`src/rtl/im2col_sched_if.sv`:
```
// im2col scheduler bus: sweep configuration and control
// in, patch origins and sweep status out.
interface im2col_sched_if #(
  parameter int h = 512,
  parameter int w = 512,
  parameter int k = 16
);
  localparam int h_width = $clog2(h);
  localparam int w_width = $clog2(w);
  localparam int k_width = $clog2(k);
  localparam int c_width = $clog2(h * w) + 1;

  logic [h_width-1:0] im_h;
  logic [w_width-1:0] im_w;
  logic [k_width-1:0] k_h;
  logic [k_width-1:0] k_w;
  logic [k_width-1:0] stride;
  logic               start;
  logic               abort;
  logic               patch_ready;
  logic               patch_valid;
  logic [h_width-1:0] patch_row;
  logic [w_width-1:0] patch_col;
  logic               patch_last;
  logic [c_width-1:0] patch_count;
  logic               busy;
  logic               done;
  logic               err;

  modport master (
    output im_h, im_w, k_h, k_w, stride,
    output start, abort, patch_ready,
    input  patch_valid, patch_row, patch_col,
    input  patch_last, patch_count,
    input  busy, done, err
  );

  modport slave (
    input  im_h, im_w, k_h, k_w, stride,
    input  start, abort, patch_ready,
    output patch_valid, patch_row, patch_col,
    output patch_last, patch_count,
    output busy, done, err
  );
endinterface

```
`src/rtl/im2col_sched.sv`:
```
// Raster-order patch origin scheduler for im2col/GEMM.
// Walks patch top-left corners with a shared stride.
module im2col_sched #(
  parameter int h = 512,
  parameter int w = 512,
  parameter int k = 16
) (
  input logic           clk,
  input logic           reset,
  im2col_sched_if.slave bus
);
  localparam int h_width = $clog2(h);
  localparam int w_width = $clog2(w);
  localparam int k_width = $clog2(k);
  localparam int c_width = $clog2(h * w) + 1;
  localparam int h1 = h_width + 1;
  localparam int w1 = w_width + 1;

  typedef enum logic [1:0] {
    IDLE,
    CHECK,
    ISSUE,
    FINISH
  } state_t;

  state_t             state_q, state_d;
  logic [h_width-1:0] im_h_q, im_h_d;
  logic [w_width-1:0] im_w_q, im_w_d;
  logic [k_width-1:0] k_h_q, k_h_d;
  logic [k_width-1:0] k_w_q, k_w_d;
  logic [k_width-1:0] stride_q, stride_d;
  logic [h_width-1:0] row_q, row_d;
  logic [w_width-1:0] col_q, col_d;
  logic [c_width-1:0] count_q, count_d;
  logic               err_q, err_d;

  logic [w1-1:0] col_end;
  logic [h1-1:0] row_end;
  logic          col_adv;
  logic          row_adv;
  logic          illegal;
  logic          issue;

  // Origins never exceed im-k, so one extra bit holds the sums.
  always_comb begin
    col_end = w1'(col_q) + w1'(stride_q)
            + w1'(k_w_q);
    row_end = h1'(row_q) + h1'(stride_q)
            + h1'(k_h_q);
    col_adv = col_end <= w1'(im_w_q);
    row_adv = row_end <= h1'(im_h_q);
    illegal = (k_h_q == '0)
           || (k_w_q == '0)
           || (stride_q == '0)
           || (h1'(k_h_q) > h1'(im_h_q))
           || (w1'(k_w_q) > w1'(im_w_q));
    issue   = state_q == ISSUE;
  end

  always_comb begin
    state_d  = state_q;
    im_h_d   = im_h_q;
    im_w_d   = im_w_q;
    k_h_d    = k_h_q;
    k_w_d    = k_w_q;
    stride_d = stride_q;
    row_d    = row_q;
    col_d    = col_q;
    count_d  = count_q;
    err_d    = err_q;
    unique case (state_q)
      IDLE: begin
        if (bus.start) begin
          im_h_d   = bus.im_h;
          im_w_d   = bus.im_w;
          k_h_d    = bus.k_h;
          k_w_d    = bus.k_w;
          stride_d = bus.stride;
          count_d  = '0;
          err_d    = 1'b0;
          state_d  = CHECK;
        end
      end
      CHECK: begin
        if (illegal) begin
          err_d   = 1'b1;
          state_d = FINISH;
        end else begin
          row_d   = '0;
          col_d   = '0;
          state_d = ISSUE;
        end
      end
      ISSUE: begin
        if (bus.patch_ready) begin
          count_d = count_q + 1'b1;
          unique case (1'b1)
            col_adv: begin
              col_d = col_q + w_width'(stride_q);
            end
            !col_adv && row_adv: begin
              col_d = '0;
              row_d = row_q + h_width'(stride_q);
            end
            default: state_d = FINISH;
          endcase
        end
      end
      FINISH: begin
        err_d   = 1'b0;
        state_d = IDLE;
      end
      default: state_d = IDLE;
    endcase
    // Abort drops the sweep, including any same-cycle accept.
    if (bus.abort && state_q != IDLE) begin
      row_d   = row_q;
      col_d   = col_q;
      count_d = count_q;
      err_d   = 1'b0;
      state_d = IDLE;
    end
  end

  always_ff @(posedge clk) begin
    if (!reset) begin
      state_q  <= IDLE;
      im_h_q   <= '0;
      im_w_q   <= '0;
      k_h_q    <= '0;
      k_w_q    <= '0;
      stride_q <= '0;
      row_q    <= '0;
      col_q    <= '0;
      count_q  <= '0;
      err_q    <= 1'b0;
    end else begin
      state_q  <= state_d;
      im_h_q   <= im_h_d;
      im_w_q   <= im_w_d;
      k_h_q    <= k_h_d;
      k_w_q    <= k_w_d;
      stride_q <= stride_d;
      row_q    <= row_d;
      col_q    <= col_d;
      count_q  <= count_d;
      err_q    <= err_d;
    end
  end

  assign bus.patch_valid = issue;
  assign bus.patch_row   = row_q;
  assign bus.patch_col   = col_q;
  assign bus.patch_last  = issue && !col_adv
                        && !row_adv;
  assign bus.patch_count = count_q;
  assign bus.busy        = state_q != IDLE;
  assign bus.done        = (state_q == FINISH)
                        && !bus.abort;
  assign bus.err         = bus.done && err_q;
endmodule

```
`src/flat_wrapper.sv`:
```
// flat-port wrapper written by rule: the top's interface ports become plain ports
module im2col_sched_flat 
#(
  parameter int h = 512,
  parameter int w = 512,
  parameter int k = 16
)
  (clk, reset, bus_im_h, bus_im_w, bus_k_h, bus_k_w, bus_stride, bus_start, bus_abort, bus_patch_ready, bus_patch_valid, bus_patch_row, bus_patch_col, bus_patch_last, bus_patch_count, bus_busy, bus_done, bus_err);
  im2col_sched_if #(.h(h), .w(w), .k(k)) bus_i ();
  input logic clk;
  input logic reset;
  input wire logic [$bits(bus_i.im_h)-1:0] bus_im_h;
  input wire logic [$bits(bus_i.im_w)-1:0] bus_im_w;
  input wire logic [$bits(bus_i.k_h)-1:0] bus_k_h;
  input wire logic [$bits(bus_i.k_w)-1:0] bus_k_w;
  input wire logic [$bits(bus_i.stride)-1:0] bus_stride;
  input wire logic [$bits(bus_i.start)-1:0] bus_start;
  input wire logic [$bits(bus_i.abort)-1:0] bus_abort;
  input wire logic [$bits(bus_i.patch_ready)-1:0] bus_patch_ready;
  output wire logic [$bits(bus_i.patch_valid)-1:0] bus_patch_valid;
  output wire logic [$bits(bus_i.patch_row)-1:0] bus_patch_row;
  output wire logic [$bits(bus_i.patch_col)-1:0] bus_patch_col;
  output wire logic [$bits(bus_i.patch_last)-1:0] bus_patch_last;
  output wire logic [$bits(bus_i.patch_count)-1:0] bus_patch_count;
  output wire logic [$bits(bus_i.busy)-1:0] bus_busy;
  output wire logic [$bits(bus_i.done)-1:0] bus_done;
  output wire logic [$bits(bus_i.err)-1:0] bus_err;
  assign bus_i.im_h = bus_im_h;
  assign bus_i.im_w = bus_im_w;
  assign bus_i.k_h = bus_k_h;
  assign bus_i.k_w = bus_k_w;
  assign bus_i.stride = bus_stride;
  assign bus_i.start = bus_start;
  assign bus_i.abort = bus_abort;
  assign bus_i.patch_ready = bus_patch_ready;
  assign bus_patch_valid = bus_i.patch_valid;
  assign bus_patch_row = bus_i.patch_row;
  assign bus_patch_col = bus_i.patch_col;
  assign bus_patch_last = bus_i.patch_last;
  assign bus_patch_count = bus_i.patch_count;
  assign bus_busy = bus_i.busy;
  assign bus_done = bus_i.done;
  assign bus_err = bus_i.err;
  im2col_sched #(.h(h), .w(w), .k(k)) u_core (.clk(clk), .reset(reset), .bus(bus_i));
endmodule
```
`config.mk`:
```
export PLATFORM = sky130hd
export DESIGN_NAME = im2col_sched_flat
export DESIGN_NICKNAME = d
export VERILOG_FILES = /design/src/rtl/im2col_sched_if.sv /design/src/rtl/im2col_sched.sv /design/src/flat_wrapper.sv
export SDC_FILE = /design/constraint.sdc
export NUM_CORES = 1
export LEC_CHECK = 0
export ABC_AREA = 1
export BUFFER_PORTS_ARGS = -buffer_cell sky130_fd_sc_hd__buf_2
export CAP_MARGIN = 20
export CORE_AREA = 2 2 95 97
export DETAILED_ROUTE_END_ITERATION = 8
export DIE_AREA = 0 0 97 99
export PLACE_DENSITY = 0.79
export REMOVE_ABC_BUFFERS = 1
export SLEW_MARGIN = 20
export SYNTH_ARGS = -nofsm -noshare
export SYNTH_HDL_FRONTEND = slang
export SYNTH_SLANG_ARGS = --single-unit
```
`constraint.sdc`:
```
create_clock -name clk -period 4.6 [get_ports clk]
set_input_delay 0.46 -clock clk [delete_from_list [all_inputs] [get_ports clk]]
set_output_delay 0.46 -clock clk [all_outputs]
set_load 0.01 [all_outputs]
```
==> flow_metrics.tcl, run 1 <==
set metrics [dict create \
    outcome "complete, no violations" \
    routed-wl-met3_um 587 \
    wl_met1_mm 4.72 \
    grt_usage_pct 24.1 \
    final_cell_count_no_fill 860 \
    switching_power_uw 1320 \
    dp_hpwl_mm 8.55 \
    dieWidth_um 97 \
    area_delta_synth_final_pct 14.9 \
    cts_buffers 9 \
    wl_met2_mm 5.62 \
    finalCritPeriodShare_pct 93.5 \
    combinationalPowerShare_pct 50.9 \
    tightest_slew_ns 0.945 \
    finalHoldViolations 0 \
    cts_setup_buffers 0 \
    layout-drive-gt1-share_pct 14.4 \
    die_area_mm2 0.00960 \
    synth_most_common_cell "nand2_1" \
    cap_violations 0 \
    swShare_pct 45.6 \
    worst-path-max-fanout 6 \
    cts-root-buf "clkbuf_8" \
    port-buffer-count 76 \
    ctsLongestPathBuffers 2 \
    grt_pass1_vias 4477 \
    max_stage_delay_ns 0.47 \
    peakVddDrop_uv 179 \
    netlist_area_mm2 0.00472 \
    die_h_um 99 \
    synth_commonest_cells "123 x nand2_1, 99 x inv_1, 78 x nor2_1, 70 x dfxtp_1, 66 x a21oi_1" \
    gr-total-overflow 0 \
    regToRegSetupSlack_ns 0.39 \
    initial_core_util_pct 55.3 \
    maxUsedRoutingLayer "met4" \
    antenna_found_initial 0 \
    gp_congestion 0.941 \
    fmax_mhz 232 \
    dr.first_iter.drc_count 169 \
    yosysTopAreaCell "dfxtp_1" \
    ctsHtreeMaxLevel 3 \
    worstPathRequired_ns 4.14 \
    end_kind "output port" \
    worstPathCellList "inv_1 -> fa_1 -> inv_1 -> ha_1 -> inv_1 -> fa_1 -> o21ai_1 -> nand2_1 -> nor2_1 -> xor2_1 -> ha_1 -> nand3_1 -> nor3_2 -> o211ai_1 -> nand2_1 -> nand2_1 -> nor2_2 -> buf_2" \
    yosys.cell_types.count 34 \
    p_int_uw 1570 \
    ys.flop_type "dfxtp_1" \
    rows 34 \
    synth_seq_cells 70 \
    drt_wl_total_mm 11.2 \
    core_region_area_mm2 0.00855 \
    wl_per_cell_um 13.0 \
    path_clk_slew_ns 0.09 \
    grt_start_max_net_pins 52 \
    p_leak_uw 0.00261 \
    worstHoldPathType "input port to flip-flop" \
    ant_nets 0 \
    synthArstFlopShare_pct 0 \
    criticalPathCategory "flip-flop to output port" \
    io_pins 77 \
    setup.worst_path.start_class "flip-flop" \
    ys_warn_count 0 \
    synth.area.top_cells "dfxtp_1 30%, ha_1 12%, nand2_1 9.8%, inv_1 7.9%, a21oi_1 7.0%" \
    vias_per_cell 5.25 \
    ys_seq_area_share_pct 29.7 \
    clock_power_share_pct 20.3 \
    synth_edf_count 0 \
    cts_sinks 70 \
    first_pass_iters 5 \
    pwr-share-seq_pct 28.9 \
    arrival_ns 3.84 \
    vias 4515 \
    diodes 0 \
    nNetsFinal 841 \
    syn_inst 673 \
    insertion_delay_ns 0.36 \
    avgSynthCellArea_um2 7.02 \
    powerDensity_mw_per_mm2 533 \
    place_inst 844 \
    slew_headroom_pct 37.0 \
    skew_ns 0.00956 \
    synth_top_area_share_pct 29.7 \
    grt_pass1_wl_mm 19.3 \
    drc 0 \
    crit_slowest_cell "fa_1" \
    setup_viol 0 \
    fin_crit_ns 4.30 \
    p_total_uw 2890 \
    cts_tree "built" \
    report.final.slew_viol_count 0 \
    n_fill_cell 799 \
]
## final cells by class
type	instances	area (um^2)	area share [%]
repair buffers	77	388	7.14
flip-flops and latches	70	1400	25.8
inverters	102	383	7.05
multi-input cells	487	2890	53.3
clock buffers	9	124	2.28
well taps	108	135	2.49
clock inverters	7	105	1.94
## critical path: cells and delay by family, from the launching register on
family | cells | cell delay [ns]
adder cells (fa/ha/maj) | 4 | 1.34
AND/OR/NAND/NOR | 7 | 0.94
buffers and inverters | 4 | 0.41
flip-flops | 1 | 0.41
AO/OA/AOI/OAI | 2 | 0.30
XOR/XNOR | 1 | 0.09
## registers in the layout, indices dropped and copies added (netlist names)
name                    count
u_core.bus.patch_col        9
u_core.bus.patch_count     19
u_core.bus.patch_row        9
u_core.err_q                1
u_core.im_h_q               9
u_core.im_w_q               9
u_core.k_h_q                4
u_core.k_w_q                4
u_core.state_q              2
u_core.stride_q             4
## power groups by stage
stage	Sequential [uW]	Clock, uW	Combinational (uW)
finish	835	587	1470
CTS	834	600	1460
global route	849	622	1700
global placement	843	0	1380
detailed placement	847	0	1450
floorplan	828	0	1080
## metal layers
layer  vias up  GRT usage, %
met5         -             0
met1      2061          27.7
met4         0          9.10
li1       2325             -
met3        21          5.11
met2       108          44.0
## metrics by stage
step           util [%]  instance area (um^2)  hold slack [ns]  setup TNS (ns)  setup WS (ns)
3_5_place_dp       60.7                  5190            0.473               0          0.400
4_1_cts            63.4                  5420            0.341               0          0.125
2_1_floorplan         -                  4670            0.429               0          0.930
3_3_place_gp       60.7                  5190            0.456               0          0.553
5_1_grt            63.5                  5430            0.366         -0.0377        -0.0333
6_report           63.5                  5430            0.349               0          0.297
## path summary, 6_finish.rpt
kind	startpoint	cells past startpoint	endpoint
min reg2reg	u_core.bus.patch_count[18]	2	u_core.bus.patch_count[18]
max	u_core.stride_q[1]	18	bus_patch_last
min	bus_stride[2]	3	u_core.stride_q[2]
max reg2reg	u_core.stride_q[1]	24	u_core.bus.patch_row[1]
## logic make-up (layout without fill, tap and decap cells)
logic type	after synthesis	count (layout)	synth area share, %
compound gates	127	127	14.2
xor+xnor	21	21	3.89
fa+ha+maj	59	59	17.5
buf+inv	116	195	9.30
flops	70	70	29.7
simple gates	280	280	25.4
## layout by cell type, fill, tap and decap left out, types with 5 or more instances in the layout
cell type  count
clkbuf_8       9
ha_1          47
a21oi_1       66
buf_2         76
inv_1         99
xnor2_1        5
fa_1          12
nand4_1        6
nor2_1        77
nand3_1       49
nand2_1      123
xor2_1        16
o21ai_0       43
nor3_1         9
dfxtp_1       69
## what timing repair did
item                       4_1_cts  5_1_grt
resized for setup                0        3
hold buffers                     0        0
setup endpoints to repair        0        9
(Power assumes the default switching activity.)
==> run 2, diff against run 1 <==
--- a/config.mk
+++ b/config.mk
@@ -8,10 +8,10 @@
 export ABC_AREA = 1
 export BUFFER_PORTS_ARGS = -buffer_cell sky130_fd_sc_hd__buf_2
 export CAP_MARGIN = 20
-export CORE_AREA = 2 2 95 97
+export CORE_AREA = 2 2 129 131
 export DETAILED_ROUTE_END_ITERATION = 8
-export DIE_AREA = 0 0 97 99
-export PLACE_DENSITY = 0.79
+export DIE_AREA = 0 0 131 133
+export PLACE_DENSITY = 0.48
 export REMOVE_ABC_BUFFERS = 1
 export SLEW_MARGIN = 20
 export SYNTH_ARGS = -nofsm -noshare
==> flow_metrics.tcl, run 2 (synthesis gave the netlist of run 1 again) <==
set metrics [dict create \
    outcome "complete, no violations" \
    worstHoldPathType "input port to flip-flop" \
    layout_commonest_cell "nand2_1" \
    vias 4404 \
    worst_slack_ns 0.327 \
    grt_start_max_net_pins 52 \
    arrival_ns 3.81 \
    p_int_uw 1820 \
    first_pass_iters 5 \
    setup.worst_path.start_class "flip-flop" \
    cts_setup_buffers 0 \
    wl_per_cell_um 12.7 \
    port-buffer-count 76 \
    core_region_area_mm2 0.0162 \
    worstPathRequired_ns 4.14 \
    die_h_um 133 \
    skew_ns 0.00701 \
    gp_congestion 0.833 \
    cts-root-buf "clkbuf_16" \
    criticalPathCategory "flip-flop to output port" \
    cts_tree "built" \
    setup_tns_ns 0 \
    worst-path-max-fanout 4 \
    hold_buffers 0 \
    n_fill_cell 1718 \
    layout-drive-gt1-share_pct 14.6 \
    cts_sinks 70 \
    die_area_mm2 0.0174 \
    post-place-ws_ns 0.369 \
    clock_power_share_pct 26.8 \
    drt_wl_total_mm 12.4 \
    grt_usage_pct 14.7 \
    path_clk_slew_ns 0.06 \
    fmax_mhz 234 \
    dr.first_iter.drc_count 196 \
    report.final.slew_viol_count 0 \
    vias_per_cell 4.52 \
    insertion_delay_ns 0.34 \
    ant_nets 0 \
    dp_hpwl_mm 9.60 \
    finalCritPeriodShare_pct 92.9 \
    peakVddDrop_uv 182 \
    end_kind "output port" \
    drc 0 \
    p_leak_uw 0.00269 \
    cts_buffers 9 \
    pwr-share-seq_pct 26.3 \
    switching_power_uw 1340 \
    largest_reg_flops 19 \
    rsz0062_at_grt "no" \
    fin_crit_ns 4.27 \
    cap_violations 0 \
    p_total_uw 3160 \
    ctsLongestPathBuffers 2 \
    io_pins 77 \
    area_delta_synth_final_pct 20.9 \
    layout_common_cells "123 x nand2_1, 99 x inv_1, 77 x nor2_1, 76 x buf_2, 69 x dfxtp_1" \
    grt_pass1_wl_mm 20.3 \
    ctsHtreeMaxLevel 3 \
    dieWidth_um 131 \
    slew_headroom_pct 54.6 \
    antenna_found_initial 0 \
    swShare_pct 42.4 \
    powerDensity_mw_per_mm2 553 \
    rows 47 \
    combinationalPowerShare_pct 46.9 \
    setup_viol 0 \
    gr-total-overflow 0 \
    grt_pass1_vias 4330 \
    diodes 0 \
    initial_core_util_pct 29.2 \
    nNetsFinal 844 \
    finalHoldViolations 0 \
    tightest_slew_ns 0.681 \
    holdWs_ns 0.390 \
]
run 2: worst paths after layout:
kind | startpoint | to | slack (ns) | depth (start not counted)
worst max-delay path | u_core.bus.patch_row[1] | bus_patch_last | 0.33 | 18
worst min-delay path | bus_k_h[3] | u_core.k_h_q[3] | 0.39 | 3
worst max register to register | u_core.bus.patch_row[1] | u_core.bus.patch_row[7] | 0.44 | 23
worst min register to register | u_core.bus.patch_count[18] | u_core.bus.patch_count[18] | 0.46 | 2
run 2: through the flow:
stage | cell area [um^2] | std cells | util [%]
after floorplan | 4670 | 659 | -
after global placement | 5350 | 959 | 33.1
after detailed placement | 5350 | 959 | 33.1
after CTS | 5710 | 975 | 35.3
after global routing | 5710 | 975 | 35.3
final | 5710 | 975 | 35.3
run 2: power groups by stage:
stage	Sequential, uW	Clock [uW]	Combinational (uW)
2_1_floorplan	828	0	1080
3_3_place_gp	846	0	1470
3_5_place_dp	849	0	1490
4_1_cts	836	865	1500
5_1_grt	854	888	1730
6_report	832	846	1480
run 2: final cells by class:
class,count,area (um^2),area share (%)
inverter,102,383,6.70
timing repair buffer,80,410,7.18
clock buffer,10,239,4.18
multi-input combinational,487,2890,50.5
tap,220,275,4.82
sequential,70,1400,24.6
clock inverter,6,116,2.04
run 2: per-layer routing:
| layer | up-vias | global-route usage [%] | share of wire [%] |
|---|---|---|---|
| met5 | - | 0 | 0 |
| met4 | 0 | 4.43 | 1.4 |
| met3 | 15 | 4.08 | 5.6 |
| met2 | 84 | 25.0 | 47 |
| met1 | 1973 | 17.9 | 46 |
| li1 | 2332 | - | - |
run 2: worst max-delay path, cell delays in order (launching register included):
cell	delay (ns)
dfxtp_1	0.40
inv_1	0.11
fa_1	0.48
inv_1	0.07
ha_1	0.17
inv_1	0.06
fa_1	0.39
o21ai_1	0.19
nand2_1	0.10
nor2_1	0.12
xor2_1	0.08
ha_1	0.29
nand3_1	0.10
nor3_1	0.21
o211ai_1	0.13
nand2_1	0.07
nand2_1	0.15
nor2_2	0.20
buf_2	0.15
run 2: timing repair:
action,CTS,global route
resized for setup,0,2
endpoints found under the hold margin,0,0
endpoints found under the setup margin,0,5
